**config.mk**
```make
export PLATFORM = sky130hd
export DESIGN_NAME = predictor_table_ctrl_flat
export DESIGN_NICKNAME = d
export VERILOG_FILES = /design/src/rtl/pred_pkg.sv /design/src/rtl/predictor_table_ctrl_if.sv /design/src/rtl/pred_upd_fifo.sv /design/src/rtl/predictor_table_ctrl.sv /design/src/flat_wrapper.sv
export SDC_FILE = /design/constraint.sdc
export NUM_CORES = 1
export LEC_CHECK = 0
export BUFFER_PORTS_ARGS = -buffer_cell sky130_fd_sc_hd__buf_2
export CAP_MARGIN = 20
export CORE_MARGIN = 1
export CORE_UTILIZATION = 45
export DETAILED_ROUTE_END_ITERATION = 8
export GPL_TIMING_DRIVEN = 0
export PLACE_DENSITY = 0.71
export SLEW_MARGIN = 10
export SYNTH_ARGS = -nofsm -noshare
export SYNTH_HDL_FRONTEND = slang
export SYNTH_SLANG_ARGS = --single-unit
```
**constraint.sdc**
```tcl
create_clock -name clk -period 7.9 [get_ports clk]
set_clock_uncertainty 0.15 [all_clocks]
set_input_delay 0.79 -clock clk [delete_from_list [all_inputs] [get_ports clk]]
set_output_delay 0.79 -clock clk [all_outputs]
set_load 0.005 [all_outputs]
```
**src/rtl/pred_pkg.sv**
```systemverilog
// Shared types for the branch predictor table: controller FSM states,
// 2-bit counter encodings and saturating counter helpers.
package pred_pkg;

  typedef enum logic {
    ST_INIT = 1'b0,
    ST_RUN  = 1'b1
  } pred_state_e;

  localparam logic [1:0] SNT = 2'd0;
  localparam logic [1:0] WNT = 2'd1;
  localparam logic [1:0] WT  = 2'd2;
  localparam logic [1:0] ST  = 2'd3;

  function automatic logic [1:0] sat_inc(input logic [1:0] c);
    return (c == ST) ? ST : c + 2'd1;
  endfunction

  function automatic logic [1:0] sat_dec(input logic [1:0] c);
    return (c == SNT) ? SNT : c - 2'd1;
  endfunction

endpackage

```
**src/rtl/predictor_table_ctrl_if.sv**
```systemverilog
// Fetch lookup port and execute update port of the predictor table.
// Handshake: a transfer happens on a posedge where valid && ready are both 1;
// ready never depends combinationally on valid, and a producer holds valid and
// its payload stable until the transfer occurs.
interface predictor_table_ctrl_if #(
  parameter int IDX_W = 4
);
  logic             req_valid;
  logic [IDX_W-1:0] req_idx;
  logic             req_ready;
  logic             pred_valid;
  logic [IDX_W-1:0] pred_idx;
  logic             pred_taken;
  logic             upd_valid;
  logic [IDX_W-1:0] upd_idx;
  logic             upd_taken;
  logic             upd_ready;
  logic             init_busy;

  modport master (
    output req_valid, req_idx, upd_valid, upd_idx, upd_taken,
    input  req_ready, pred_valid, pred_idx, pred_taken, upd_ready, init_busy
  );

  modport slave (
    input  req_valid, req_idx, upd_valid, upd_idx, upd_taken,
    output req_ready, pred_valid, pred_idx, pred_taken, upd_ready, init_busy
  );
endinterface

```
**src/rtl/pred_upd_fifo.sv**
```systemverilog
// Synchronous FIFO holding resolved-branch updates {idx, taken}; rst flushes
// every queued entry. Push when full and pop when empty are ignored.
module pred_upd_fifo #(
  parameter int DEPTH = 4,
  parameter int W     = 5
) (
  input  logic                     clk,
  input  logic                     rst,
  input  logic                     push,
  input  logic [W-1:0]             push_data,
  input  logic                     pop,
  output logic [W-1:0]             pop_data,
  output logic                     full,
  output logic                     empty,
  output logic [$clog2(DEPTH):0]   count
);
  localparam int AW = $clog2(DEPTH);

  logic [W-1:0]  mem [DEPTH];
  logic [AW-1:0] wr_ptr;
  logic [AW-1:0] rd_ptr;
  logic          do_push;
  logic          do_pop;

  assign full     = (count == (AW+1)'(DEPTH));
  assign empty    = (count == '0);
  assign do_push  = push && !full;
  assign do_pop   = pop && !empty;
  assign pop_data = mem[rd_ptr];

  always_ff @(posedge clk) begin
    if (rst) begin
      wr_ptr <= '0;
      rd_ptr <= '0;
      count  <= '0;
    end else begin
      if (do_push) wr_ptr <= wr_ptr + 1'b1;
      if (do_pop)  rd_ptr <= rd_ptr + 1'b1;
      case ({do_push, do_pop})
        2'b10:   count <= count + 1'b1;
        2'b01:   count <= count - 1'b1;
        default: count <= count;
      endcase
    end
  end

  always_ff @(posedge clk) begin
    if (do_push) mem[wr_ptr] <= push_data;
  end

endmodule

```
**src/rtl/predictor_table_ctrl.sv**
```systemverilog
// 2-bit saturating branch predictor table with init sweep, buffered updates and
// a one-access-per-cycle arbiter. Optional PRED_STATS_EN adds lookup/mispredict counters.
module predictor_table_ctrl
  import pred_pkg::*;
#(
  parameter int         IDX_W      = 4,
  parameter int         FIFO_DEPTH = 4,
  parameter logic [1:0] INIT_STATE = 2'd3
) (
  input  logic                          clk,
  input  logic                          rst,
  predictor_table_ctrl_if.slave         bus,
  output pred_state_e                   fsm_state,
  output logic [$clog2(FIFO_DEPTH):0]   fifo_level
`ifdef PRED_STATS_EN
  ,
  output logic [15:0]                   lookup_cnt,
  output logic [15:0]                   mispred_cnt
`endif
);
  localparam int ENT_W = IDX_W + 1;

  pred_state_e      state_q, state_d;
  logic [IDX_W-1:0] init_ptr;
  logic [1:0]       cnt_mem [1<<IDX_W];

  logic             fifo_full, fifo_empty;
  logic             push, lookup, drain;
  logic             req_ready, upd_ready, init_busy;
  logic [ENT_W-1:0] head;
  logic [IDX_W-1:0] head_idx;
  logic             head_taken;
  logic [1:0]       head_cnt;

  assign head_idx   = head[IDX_W:1];
  assign head_taken = head[0];
  assign head_cnt   = cnt_mem[head_idx];
  assign push       = bus.upd_valid && upd_ready;
  assign fsm_state  = state_q;

  assign bus.req_ready = req_ready;
  assign bus.upd_ready = upd_ready;
  assign bus.init_busy = init_busy;

  // Full FIFO wins the table port; otherwise lookups win and updates use idle slots.
  always_comb begin
    state_d   = state_q;
    req_ready = 1'b0;
    upd_ready = 1'b0;
    init_busy = 1'b0;
    lookup    = 1'b0;
    drain     = 1'b0;
    case (state_q)
      ST_INIT: begin
        init_busy = 1'b1;
        if (&init_ptr) state_d = ST_RUN;
      end
      ST_RUN: begin
        upd_ready = !fifo_full;
        if (fifo_full) begin
          drain = 1'b1;
        end else begin
          req_ready = 1'b1;
          lookup    = bus.req_valid;
          drain     = !bus.req_valid && !fifo_empty;
        end
      end
      default: state_d = ST_INIT;
    endcase
  end

  always_ff @(posedge clk) begin
    if (rst) begin
      state_q  <= ST_INIT;
      init_ptr <= '0;
    end else begin
      state_q <= state_d;
      if (state_q == ST_INIT) init_ptr <= init_ptr + 1'b1;
    end
  end

  always_ff @(posedge clk) begin
    if (!rst) begin
      if (state_q == ST_INIT)
        cnt_mem[init_ptr] <= INIT_STATE;
      else if (drain)
        cnt_mem[head_idx] <= head_taken ? sat_inc(head_cnt) : sat_dec(head_cnt);
    end
  end

  // Lookups see only drained state; queued updates are not forwarded.
  always_ff @(posedge clk) begin
    if (rst) begin
      bus.pred_valid <= 1'b0;
      bus.pred_idx   <= '0;
      bus.pred_taken <= 1'b0;
    end else begin
      bus.pred_valid <= lookup;
      if (lookup) begin
        bus.pred_idx   <= bus.req_idx;
        bus.pred_taken <= cnt_mem[bus.req_idx][1];
      end
    end
  end

  pred_upd_fifo #(
    .DEPTH (FIFO_DEPTH),
    .W     (ENT_W)
  ) u_fifo (
    .clk       (clk),
    .rst       (rst),
    .push      (push),
    .push_data ({bus.upd_idx, bus.upd_taken}),
    .pop       (drain),
    .pop_data  (head),
    .full      (fifo_full),
    .empty     (fifo_empty),
    .count     (fifo_level)
  );

`ifdef PRED_STATS_EN
  always_ff @(posedge clk) begin
    if (rst) begin
      lookup_cnt  <= '0;
      mispred_cnt <= '0;
    end else begin
      if (lookup && lookup_cnt != 16'hFFFF)
        lookup_cnt <= lookup_cnt + 16'd1;
      if (drain && (head_taken != head_cnt[1]) && mispred_cnt != 16'hFFFF)
        mispred_cnt <= mispred_cnt + 16'd1;
    end
  end
`endif

endmodule

```
**src/flat_wrapper.sv**
```systemverilog
// flat-port wrapper written by rule: the top's interface ports become plain ports
module predictor_table_ctrl_flat import pred_pkg::*;
#(
  parameter int         IDX_W      = 4,
  parameter int         FIFO_DEPTH = 4,
  parameter logic [1:0] INIT_STATE = 2'd3
)
  (clk, rst, fsm_state, fifo_level, bus_req_valid, bus_req_idx, bus_upd_valid, bus_upd_idx, bus_upd_taken, bus_req_ready, bus_pred_valid, bus_pred_idx, bus_pred_taken, bus_upd_ready, bus_init_busy);
  predictor_table_ctrl_if #(.IDX_W(IDX_W)) bus_i ();
  input  logic clk;
  input  logic rst;
  output pred_state_e fsm_state;
  output logic [$clog2(FIFO_DEPTH):0] fifo_level;
  input wire logic [$bits(bus_i.req_valid)-1:0] bus_req_valid;
  input wire logic [$bits(bus_i.req_idx)-1:0] bus_req_idx;
  input wire logic [$bits(bus_i.upd_valid)-1:0] bus_upd_valid;
  input wire logic [$bits(bus_i.upd_idx)-1:0] bus_upd_idx;
  input wire logic [$bits(bus_i.upd_taken)-1:0] bus_upd_taken;
  output wire logic [$bits(bus_i.req_ready)-1:0] bus_req_ready;
  output wire logic [$bits(bus_i.pred_valid)-1:0] bus_pred_valid;
  output wire logic [$bits(bus_i.pred_idx)-1:0] bus_pred_idx;
  output wire logic [$bits(bus_i.pred_taken)-1:0] bus_pred_taken;
  output wire logic [$bits(bus_i.upd_ready)-1:0] bus_upd_ready;
  output wire logic [$bits(bus_i.init_busy)-1:0] bus_init_busy;
  assign bus_i.req_valid = bus_req_valid;
  assign bus_i.req_idx = bus_req_idx;
  assign bus_i.upd_valid = bus_upd_valid;
  assign bus_i.upd_idx = bus_upd_idx;
  assign bus_i.upd_taken = bus_upd_taken;
  assign bus_req_ready = bus_i.req_ready;
  assign bus_pred_valid = bus_i.pred_valid;
  assign bus_pred_idx = bus_i.pred_idx;
  assign bus_pred_taken = bus_i.pred_taken;
  assign bus_upd_ready = bus_i.upd_ready;
  assign bus_init_busy = bus_i.init_busy;
  predictor_table_ctrl #(.IDX_W(IDX_W), .FIFO_DEPTH(FIFO_DEPTH), .INIT_STATE(INIT_STATE)) u_core (.clk(clk), .rst(rst), .bus(bus_i), .fsm_state(fsm_state), .fifo_level(fifo_level));
endmodule
```
==> flow_summary.json, run 1 <==
{
  "finalHoldViolCount": 0,
  "syn2layout_area_growth_pct": 14.01,
  "relSlewSlack_pct": 36.80,
  "synthesis.area_sq_um": 3233,
  "drtIter0Drc": 160,
  "hold_ws_ns": 0.3121,
  "syn_avg_cell_area_sq_um": 13.58,
  "grt_pass1_wl_microns": 9763,
  "clock_sinks": 72,
  "fin_ws_ns": 4.593,
  "async_reset_ff_share_pct": 0,
  "gp_routability_congestion": 0.7672,
  "grt_max_degree": 17,
  "finalMaxSlewViolations": 0,
  "synth_nets": 258,
  "clkLatencyLatePin_ns": 0.34,
  "fp-row-count": 30,
  "grt_usage_pct": 17.99,
  "cts_hold_buf": 0,
  "port-buffer-count": 24,
  "cts_resized": 0,
  "maxCapViolations": 0,
  "coreArea_sq_um": 6869,
  "n_antenna_cell": 0,
  "dr.pass1.iters": 4,
  "place_ws_ns": 4.571,
  "h-tree-depth": 3,
  "synth-edff-count": 52,
  "drt-total-wl_microns": 6174,
  "ys_warn_count": 0,
  "p_leak_nw": 1.398,
  "die_height_microns": 86.76,
  "synthDistinctLibCells": 35,
  "dieArea_sq_um": 7527,
  "ys_ff_latch": 72,
  "cp_max_fo": 16,
  "cts_root_buf": "clkbuf_8",
  "timing.fmax_ghz": 0.3024,
  "ys_seq_area_share_pct": 60.68,
  "antenna_found_initial": 0,
  "clkTransAtPathRegs_ns": 0.07,
  "pin_count": 26,
  "initial_utilization_pct": 47.07,
  "power_density_nw_per_um2": 200.7,
  "worst-endpoint-arrival_ns": 3.16,
  "overflow": 0,
  "crit_path_end_kind": "flip-flop",
  "fin_setup_tns_ns": 0,
  "cts_buffers": 9,
  "rsz0062_at_grt": "false",
  "max_slew.worst_pin.slew_ns": 0.9417,
  "drcViolationCount": 0,
  "min_path_type": "flip-flop to flip-flop",
  "cts_tree": "built",
  "dr_total_vias": 1972,
  "cp-start-kind": "flip-flop",
  "cts.path.max_buffers": 2,
  "post-route-period-util_pct": 41.86,
  "nets": 293,
  "dp_hpwl_microns": 4360,
  "crit_required_ns": 7.76,
  "cts_setup_buffers": 0,
  "vias_per_cell": 5.273,
  "status": "finished, final reports clean",
  "worstSetupPathType": "flip-flop to flip-flop",
  "n_fill_cell": 559,
  "wl_per_cell_microns": 16.51,
  "regToRegSetupSlack_ns": 4.59,
  "hp-start": "u_core.bus.pred_idx[1]",
  "drive_above_1_share_pct": 21.58,
  "synth_ff_type": "edfxtp_1",
  "grt_pass1_vias": 1929,
  "ir_drop_v": 0.0001233,
  "fp.dieW_microns": 86.76,
  "synthCells": 238,
  "min_period_ns": 3.307,
  "setup_viol": 0,
  "antenna_left": 0
}
[cells in the final DEF, fill, tap and decap left out, drive strengths merged, types with 2 or more instances in the layout]
master and count:
clkbuf 14, xor2 5, nand3 5, nand2b 5, bufinv 2, o22ai 3
and3 4, clkinvlp 2, buf 30, edfxtp 52, nor2 32, inv 11
clkinv 2, ha 6, mux4 10, dfxtp 20, a21oi 9, or2 6
mux2i 32, o21ai 3, xnor2 3, nand2 13
[worst max-delay path: stages, from the launching register on]
cell,delay [ns]
dfxtp_1,0.33
buf_6,0.14
mux4_2,0.51
buf_6,0.16
buf_12,0.15
mux2i_1,0.13
mux2i_1,0.16
mux2i_1,0.10
mux2i_1,0.27
a21oi_1,0.12
o21ai_1,0.75
[cells by family (layout without fill, tap and decap cells)]
family          count (synthesis)  in the layout  share of synthesized area (%)
xor+xnor                        8              8                          2.167
mux                            42             42                          16.99
simple gates                   69             69                          9.676
buf+inv                        21             61                          4.063
flops                          72             72                          60.68
fa+ha+maj                       8              8                          3.289
compound gates                 18             18                          3.135
[sequential cells by signal, summed over array words and instances (netlist names), named ones only]
signal	count
u_core.bus.pred_idx	4
u_core.cnt_mem	32
u_core.bus.pred_taken	1
u_core.u_fifo.rd_ptr	2
u_core.init_ptr	4
u_core.u_fifo.count	3
u_core.bus.pred_valid	1
u_core.u_fifo.wr_ptr	2
u_core.fsm_state	1
u_core.u_fifo.mem	20
[through the flow]
| step | power, mW | cells | area [sq um] | util (%) |
|---|---|---|---|---|
| floorplan | 0.4264 | 238 | 3233 | - |
| global placement | 0.4353 | 358 | 3473 | 50.56 |
| detailed placement | 0.4360 | 358 | 3473 | 50.56 |
| CTS | 0.7432 | 374 | 3686 | 53.66 |
| global route | 0.7555 | 374 | 3686 | 53.66 |
| finish | 0.7399 | 374 | 3686 | 53.66 |
[routing by layer]
layer / share of wire, % / GRT usage, %
met1: 44 / 23.10
met2: 49 / 29.29
met3: 4.8 / 3.238
met4: 2.1 / 9.394
met5: 0 / 0
[synthesized netlist by cell type, types with 2 or more instances]
| cell type | number | share of area [%] |
|---|---|---|
| dfxtp_1 | 20 | 12 |
| mux4_2 | 9 | 6.3 |
| clkbuf_1 | 3 | 0.35 |
| o22ai_1 | 3 | 0.58 |
| inv_1 | 11 | 1.3 |
| edfxtp_1 | 52 | 48 |
| mux2i_1 | 32 | 9.9 |
| a21oi_1 | 9 | 1.4 |
| xnor2_1 | 3 | 0.81 |
| o21ai_0 | 2 | 0.31 |
| ha_1 | 6 | 2.3 |
| xor2_1 | 5 | 1.4 |
| nor2_1 | 32 | 3.7 |
| buf_6 | 3 | 1.0 |
| and3_1 | 4 | 0.77 |
| nand2_1 | 13 | 1.5 |
| or2_2 | 5 | 0.97 |
| nand2b_1 | 5 | 0.97 |
| nand3_1 | 5 | 0.77 |
[area by class of cell]
cell class                      count  area, sq um  share of cell area (%)
Multi-Input combinational cell    145         1140                   30.92
Clock buffer                       10        127.6                   3.462
Clock inverter                      6        85.08                   2.308
Inverter                           11        41.29                   1.120
Timing Repair Buffer               24        120.1                   3.259
Sequential cell                    72         1962                   53.22
Tap cell                           96        120.1                   3.259
Buffer                             10        90.09                   2.444
[report_power, final]
group          leakage (nW)  internal [mW]  total [mW]  switching [mW]
logic                 0.631        0.00812      0.0220          0.0139
registers             0.665          0.404       0.406         0.00196
clock network         0.102          0.177       0.312           0.135
total                  1.40          0.589       0.740           0.151
[final timing paths]
check / endpoint / depth (start not counted)
max: u_core.cnt_mem[11][1] / 10
min reg2reg: u_core.bus.pred_idx[1] / 2
min: u_core.bus.pred_idx[1] / 2
max reg2reg: u_core.cnt_mem[11][1] / 10
(Power assumes the default switching activity.)
==> run 2: changes to the inputs <==
PLACE_DENSITY = 0.73   (was 0.71)
clock period = 3 ns   (was 7.9 ns; I/O delays follow)
==> flow_summary.json, run 2 (same netlist as run 1, synthesis figures left out) <==
{
  "status": "finished, final reports clean",
  "max_slew.worst_pin.slew_ns": 0.7205,
  "p_leak_nw": 1.413,
  "top_regs": "u_core.cnt_mem x32, u_core.u_fifo.mem x20",
  "initial_utilization_pct": 47.07,
  "holdPathStages": 1,
  "dr_total_vias": 1937,
  "cts_tree": "built",
  "grt_max_degree": 17,
  "reg2reg_depth": 10,
  "die_height_microns": 86.76,
  "coreArea_sq_um": 6869,
  "relSlewSlack_pct": 51.79,
  "finalMaxSlewViolations": 0,
  "n_antenna_cell": 0,
  "drtIter0Drc": 113,
  "crit_path_frequent_cell": "mux2i_1",
  "antenna_found_initial": 0,
  "dp_hpwl_microns": 4164,
  "overflow": 0,
  "crit_chain": "buf_6 > mux4_2 > buf_6 > buf_12 > mux2i_1 > mux2i_1 > mux2i_1 > mux2i_2 > maj3_2 > nand2_4",
  "final_area_sq_um": 3724,
  "maxCapViolations": 0,
  "regMostFlops": "u_core.cnt_mem",
  "holdPathEnd": "u_core.u_fifo.mem[3][1]",
  "clkLatencyLatePin_ns": 0.35,
  "wl_per_cell_microns": 15.60,
  "dr.pass1.iters": 4,
  "drive_above_1_share_pct": 23.66,
  "drt-total-wl_microns": 5850,
  "cp_max_fo": 16,
  "cts.path.max_buffers": 2,
  "clock_sinks": 72,
  "cpMaxStageDelayCell": "mux4_2",
  "final_common_cell": "edfxtp_1",
  "min_path_type": "input port to flip-flop",
  "final_cell_mix": "edfxtp_1, nor2_1, mux2i_1",
  "place_ws_ns": -0.4190,
  "port-buffer-count": 24,
  "placed_area_sq_um": 3473,
  "worstSetupPathType": "flip-flop to flip-flop",
  "hp-start": "bus_upd_idx[0]",
  "fin_ws_ns": 0.1024,
  "timing.fmax_ghz": 0.3451,
  "fp-row-count": 30,
  "power_density_nw_per_um2": 511.5,
  "fin_util_pct": 54.21,
  "fin_setup_tns_ns": 0,
  "largest_register_ffs": 32,
  "fp.dieW_microns": 86.76,
  "post-route-period-util_pct": 96.59,
  "setup_viol": 0,
  "vias_per_cell": 5.165,
  "ir_drop_v": 0.0002929,
  "cts_buffers": 9,
  "h-tree-depth": 3,
  "pin_count": 26,
  "grt_pass1_wl_microns": 9239,
  "dieArea_sq_um": 7527,
  "nets": 294,
  "crit_required_ns": 2.87,
  "clkTransAtPathRegs_ns": 0.08,
  "syn2layout_area_growth_pct": 15.17,
  "cts_hold_buf": 0,
  "antenna_left": 0,
  "cts_root_buf": "clkbuf_8",
  "finalHoldViolCount": 0,
  "grt_pass1_vias": 1895,
  "grt_usage_pct": 17.33,
  "crit_path_end_kind": "flip-flop",
  "regToRegSetupSlack_ns": 0.10,
  "drcViolationCount": 0,
  "min_period_ns": 2.898,
  "worst-endpoint-arrival_ns": 2.77,
  "r2r-end": "u_core.cnt_mem[5][0]",
  "gp_routability_congestion": 0.7849,
  "cp-start-kind": "flip-flop",
  "cpPeakStageDelay_ns": 0.50
}
run 2: what timing repair did:
item | CTS | global route
pin swaps | 0 | 1
gates resized for setup | 3 | 3
setup buffers | 0 | 1
endpoints found under the hold margin | 0 | 0
setup endpoints to repair | 32 | 32
run 2: final cells by class:
| class | count | area [sq um] |
|---|---|---|
| sequential | 72 | 1962 |
| fill | 565 | 3146 |
| inverter | 11 | 41.29 |
| tap | 96 | 120.1 |
| buffer | 10 | 90.09 |
| clock buffer | 9 | 123.9 |
| timing repair buffer | 25 | 140.1 |
| multi-input combinational | 145 | 1166 |
| clock inverter | 7 | 80.08 |
run 2: worst max path at each step:
stage	start	endpoint	slack (ns)	depth (start not counted)
floorplan	flip-flop	u_core.cnt_mem[0][1]	0.26	10
finish	flip-flop	u_core.cnt_mem[5][0]	0.10	10
global route	flip-flop	u_core.cnt_mem[5][0]	-0.008	10
global placement	flip-flop	u_core.cnt_mem[0][1]	-0.31	10
detailed placement	flip-flop	u_core.cnt_mem[1][1]	-0.42	10
CTS	flip-flop	u_core.cnt_mem[4][1]	0.02	10
run 2: routing by layer:
layer,track usage (%),part of all wire [%],vias up
li1,-,-,934
met1,21.98,43,938
met2,28.86,50,56
met3,2.381,6.1,9
met4,9.545,1.5,0
met5,0,0,-
run 2: where the power goes:
part	switching, mW	internal [mW]	total [mW]
clock network	0.386	0.392	0.779
registers	0.00502	1.06	1.07
logic	0.0365	0.0216	0.0581
total	0.428	1.48	1.90
run 2: critical path, delay by kind of cell, from the launching register on:
family | cells | cell delay, ns
buffers and inverters | 3 | 0.45
multiplexers | 5 | 1.21
flip-flops | 1 | 0.34
adder cells (fa/ha/maj) | 1 | 0.30
AND/OR/NAND/NOR | 1 | 0.11
run 2: stage by stage:
stage	hold slack [ns]	total power, mW	std cells
floorplan	0.2489	1.123	238
global placement	0.2896	1.147	358
detailed placement	0.2934	1.148	358
CTS	0.01226	1.913	374
global route	0.01604	1.955	375
finish	0.02039	1.905	375
